`src/rtl/riv_up_counter.sv`:
```
// rtl/riv_up_counter.sv - elapsed-cycle up counter from 4-bit ripple stages, optional RIV_UP_COUNTER_LIMIT_EN auto-stop
module riv_up_counter #(
    parameter int WIDTH = 16
) (
    input  logic             clk,
    input  logic             rst_n,
    input  logic             start,
    input  logic             stop,
    input  logic             enable,
`ifdef RIV_UP_COUNTER_LIMIT_EN
    input  logic [WIDTH-1:0] limit,
    output logic             timeout,
`endif
    output logic [WIDTH-1:0] count,
    output logic             running,
    output logic             saturated,
    output logic [WIDTH-1:0] result,
    output logic             result_sat,
    output logic             result_valid,
    input  logic             result_ready
);

    localparam int N_STAGE = (WIDTH + 3) / 4;
    localparam int PW      = N_STAGE * 4;

    typedef enum logic [1:0] {ST_IDLE, ST_RUN, ST_RESULT} state_t;

    state_t           state_q, state_d;
    logic [3:0]       stage_q [N_STAGE];
    logic [3:0]       stage_d [N_STAGE];
    logic [N_STAGE:0] carry;
    logic [PW-1:0]    count_pad;
    logic [WIDTH-1:0] result_q, result_d;
    logic             result_sat_q, result_sat_d;
    logic             result_valid_q, result_valid_d;
    logic             inc, clr, capture, release_res, stop_evt, limit_hit;

    always_comb begin
        count_pad = '0;
        for (int i = 0; i < N_STAGE; i++) begin
            count_pad[4*i +: 4] = stage_q[i];
        end
    end

    // Padding bits never become nonzero because counting halts at 2^WIDTH-1.
    assign count     = count_pad[WIDTH-1:0];
    assign saturated = (count == {WIDTH{1'b1}});
    assign running   = (state_q == ST_RUN);

`ifdef RIV_UP_COUNTER_LIMIT_EN
    logic timeout_q, timeout_d;
    assign limit_hit = (count == limit);
    assign timeout   = timeout_q;
`else
    assign limit_hit = 1'b0;
`endif
    assign stop_evt = stop | limit_hit;

    always_comb begin
        state_d     = state_q;
        inc         = 1'b0;
        clr         = 1'b0;
        capture     = 1'b0;
        release_res = 1'b0;
        case (state_q)
            ST_IDLE: begin
                if (start) begin
                    clr     = 1'b1;
                    state_d = ST_RUN;
                end
            end
            ST_RUN: begin
                if (stop_evt) begin
                    capture = 1'b1;
                    state_d = ST_RESULT;
                end else if (start) begin
                    clr = 1'b1;
                end else begin
                    inc = enable & ~saturated;
                end
            end
            ST_RESULT: begin
                if (result_ready) begin
                    release_res = 1'b1;
                    state_d     = ST_IDLE;
                end
            end
            default: state_d = ST_IDLE;
        endcase
    end

    // A stage steps only when every lower stage is at F, so all wrap together.
    always_comb begin
        carry[0] = inc;
        for (int i = 0; i < N_STAGE; i++) begin
            carry[i+1] = carry[i] & (stage_q[i] == 4'hF);
            stage_d[i] = clr ? 4'h0 : stage_q[i] + {3'b000, carry[i]};
        end
    end

    always_comb begin
        result_d       = capture ? count : result_q;
        result_sat_d   = capture ? saturated : result_sat_q;
        result_valid_d = result_valid_q;
        if (capture)          result_valid_d = 1'b1;
        else if (release_res) result_valid_d = 1'b0;
`ifdef RIV_UP_COUNTER_LIMIT_EN
        timeout_d = timeout_q;
        if (capture)          timeout_d = limit_hit;
        else if (release_res) timeout_d = 1'b0;
`endif
    end

    always_ff @(posedge clk) begin
        if (!rst_n) begin
            state_q        <= ST_IDLE;
            result_q       <= '0;
            result_sat_q   <= 1'b0;
            result_valid_q <= 1'b0;
            for (int i = 0; i < N_STAGE; i++) stage_q[i] <= 4'h0;
`ifdef RIV_UP_COUNTER_LIMIT_EN
            timeout_q      <= 1'b0;
`endif
        end else begin
            state_q        <= state_d;
            result_q       <= result_d;
            result_sat_q   <= result_sat_d;
            result_valid_q <= result_valid_d;
            for (int i = 0; i < N_STAGE; i++) stage_q[i] <= stage_d[i];
`ifdef RIV_UP_COUNTER_LIMIT_EN
            timeout_q      <= timeout_d;
`endif
        end
    end

    assign result       = result_q;
    assign result_sat   = result_sat_q;
    assign result_valid = result_valid_q;

endmodule

```
`config.mk`:
```
export PLATFORM = sky130hd
export DESIGN_NAME = riv_up_counter
export DESIGN_NICKNAME = d
export VERILOG_FILES = /design/src/rtl/riv_up_counter.sv
export SDC_FILE = /design/constraint.sdc
export NUM_CORES = 1
export LEC_CHECK = 0
export CORE_MARGIN = 2
export CORE_UTILIZATION = 42
export CTS_CLUSTER_SIZE = 28
export DETAILED_ROUTE_END_ITERATION = 7
export PLACE_DENSITY_LB_ADDON = 0.15
export SETUP_SLACK_MARGIN = 0.05
export SLEW_MARGIN = 20
export SYNTH_ARGS = -nofsm -noshare
export SYNTH_HDL_FRONTEND = slang
export SYNTH_SLANG_ARGS = --single-unit
export TNS_END_PERCENT = 20
```
`constraint.sdc`:
```
create_clock -name clk -period 1.65 [get_ports clk]
set_input_delay 0.33 -clock clk [delete_from_list [all_inputs] [get_ports clk]]
set_output_delay 0.33 -clock clk [all_outputs]
set_load 0.1 [all_outputs]
```
==> results.toml <==
[outcome]
outcome = "finished with violations"
violations = "negative setup slack"

[critical_path]
crit_type = "flop to output pin"
cp_slowest_cell = "dfxtp_4"
path_max_fanout = 2
max_stage_delay_ns = 0.38
arrival_ns = 1.58
worstSetupEndpointType = "output pin"
r2r_setup_slack_ns = -0.20
path_cells = "nand4_4 -> buf_6 -> nor4_4 -> buf_4 -> buf_12"
critPathLaunchType = "flop"
critPathRequiredTime_ns = 1.32

[yosys]
synthTopCellsByArea = "dfxtp_1 48%, nand2_1 8.5%, ha_1 6.6%"
ys_seq_area_share_pct = 47.8
synth-edff-count = 0
synthesis.area_um2 = 1510
yosysMostFrequentCell = "dfxtp_1"
syn_area_per_cell_um2 = 9.61
yosysTopAreaCell = "dfxtp_1"
yosysWarnings = 0
synth.ff_latch_count = 36
synth_cell_types = 34
async_reset_ff_share_pct = 0
synth_ff_type = "dfxtp_1"
syn-num-nets = 171
synth_top_area_share_pct = 47.8
synthCells = 157
ys_top_cells_by_count = "36 x dfxtp_1, 34 x nand2_1, 12 x nor2_1"

[place]
dpl_cell_area_um2 = 2550
hpwl_um = 2990
place.gp.congestion = 0.771
port_buffers = 41

[sta]
period_needed_ns = 1.91
finClkSkew_ns = 0.0145
setup_viol = 11
setup_slack_ns = -0.258
finalCritPeriodShare_pct = 116
tightest_slew_ns = 0.417
rsz0062_at_grt = "yes"
fmax_mhz = 524
slew_violations = 0
slew_headroom_pct = 72.0
hold_viol_final = 0

[power]
seqPwrFrac_pct = 57.3
finalPower_mw = 1.50
clockPowerShare_pct = 29.8
p_int_mw = 1.09
leakage_nw = 1.16
swShare_pct = 27.1
netSwitchingPower_mw = 0.405
p_per_area_nw_per_um2 = 530
vdd_drop_max_mv = 0.569
combPwrFrac_pct = 12.9

[clock_network]
clock_path_buffers = 2
clock_latency_ns = 0.35
numCtsBuffers = 5
clkSlewWorstSetupHoldPaths_ns = 0.10
tritoncts = "done"
cts.sinks = 36
cts_root_buf = "clkbuf_4"
cts_htree_levels = 2

[job]
max_cap_violations = 0

[final_layout]
regArea_um2 = 782
antenna_cells = 0
nFillCells = 157
drive_gt1_share_pct = 48.7
multi_input_area_um2 = 876
final_area_um2 = 2820
area_growth_syn_to_layout_pct = 87.1
final_nets = 251

[floorplan]
start_util_pct = 44.5
die_h_um = 63.9
die_area_um2 = 4090
num_io_pins = 42
coreArea_um2 = 3390
rows = 21
die_w_um = 63.9

[detailed_routing]
avgRoutedWirePerCell_um = 17.7
num_vias = 1495
drc = 0
drt-total-wl_um = 5040
vias_per_cell = 5.26
final_antenna_net_count = 0
dr.pass1.iters = 4
drt_iter0_drc = 86

[grt]
gr-total-overflow = 0
grt_max_degree = 18
grt_pass1_vias = 1563
antenna_found_initial = 0
grt_use_total_pct = 24.5
grt_pass1_wl_um = 7600

[hold_path]
hold_path_class = "flop to flop"
logic make-up (layout without fill, tap and decap cells):
| family | count (synthesis) | after routing | synth area share [%] |
|---|---|---|---|
| fa+ha+maj | 8 | 8 | 6.63 |
| flops | 36 | 36 | 47.8 |
| xor+xnor | 8 | 8 | 4.64 |
| buf+inv | 6 | 87 | 2.32 |
| compound gates | 26 | 26 | 12.7 |
| simple gates | 73 | 73 | 26.0 |
cell type report:
cell class              instances  share of cell area (%)
inverters                       1                   0.133
multi-input cells             115                    31.0
clock buffers                   7                    1.60
repair buffers                 78                    37.4
flip-flops and latches         36                    27.7
clock inverters                 1                   0.133
well taps                      46                    2.04
worst paths after layout:
kind                 startpoint            end  cells after the start
setup / recovery  stage_q[0][0]      saturated                      5
hold / removal        result[0]      result[0]                      2
setup reg to reg  stage_q[3][2]  stage_q[1][1]                      7
hold reg to reg       result[0]      result[0]                      2
registers in the layout (all words and copies together) (netlist names):
| signal | count |
|---|---|
| result | 16 |
| stage_q | 16 |
| state_q | 2 |
| result_sat | 1 |
| result_valid | 1 |
metrics by stage:
step	hold slack (ns)	util [%]	TNS (ns)	std cells	setup WS, ns
2_1_floorplan	0.482	-	-11.98	157	-1.03
5_1_grt	0.532	83.3	-2.41	284	-0.336
3_3_place_gp	0.479	75.3	-3.44	262	-0.330
4_1_cts	0.500	79.8	-0.475	282	-0.185
6_report	0.500	83.3	-1.48	284	-0.258
3_5_place_dp	0.486	75.3	-4.17	262	-0.353
critical path, delay by kind of cell (launching register included):
family	cells	cell delay, ns
buffers and inverters	3	0.50
DFF	1	0.38
and+or+nand+nor	2	0.35
per-layer routing:
metal,vias to the layer above,wire [um],global-route usage [%]
li1,689,-,-
met1,726,1860,25.9
met2,62,2730,44.7
met3,18,263,7.57
met4,0,188,10.1
met5,-,0,0
cell usage in the layout, fill, tap and decap left out, types with 2 or more instances in the layout:
cell type         n
dfxtp_4          16
a21boi_1          9
and2_1            6
o21ai_0           3
clkbuf_1          2
xnor2_1           2
buf_4            35
dfxtp_1          19
buf_6             2
clkdlybuf4s50_1   5
xor2_1            4
o21a_1            2
nand2_1          34
ha_4              3
and2_4            2
clkbuf_4          5
nand4_1           2
a21boi_0          8
ha_1              4
nand4_4           2
buf_12           36
nor2_1           10
nand3_1           4
xnor2_2           2
timing repair:
item | 4_1_cts | 5_1_grt
setup endpoints to repair | 9 | 18
buffers inserted | 12 | 2
hold buffers | 0 | 0
resized for setup | 2 | 21
pin swaps | 5 | 7
power by group through the flow:
stage	sequential (mW)	combinational, mW	clock [mW]
2_1_floorplan	0.904	0.0683	0
3_3_place_gp	0.875	0.173	0
3_5_place_dp	0.876	0.176	0
4_1_cts	0.856	0.177	0.452
5_1_grt	0.858	0.200	0.502
6_report	0.857	0.193	0.446
Power figures use the tool's default switching activity.
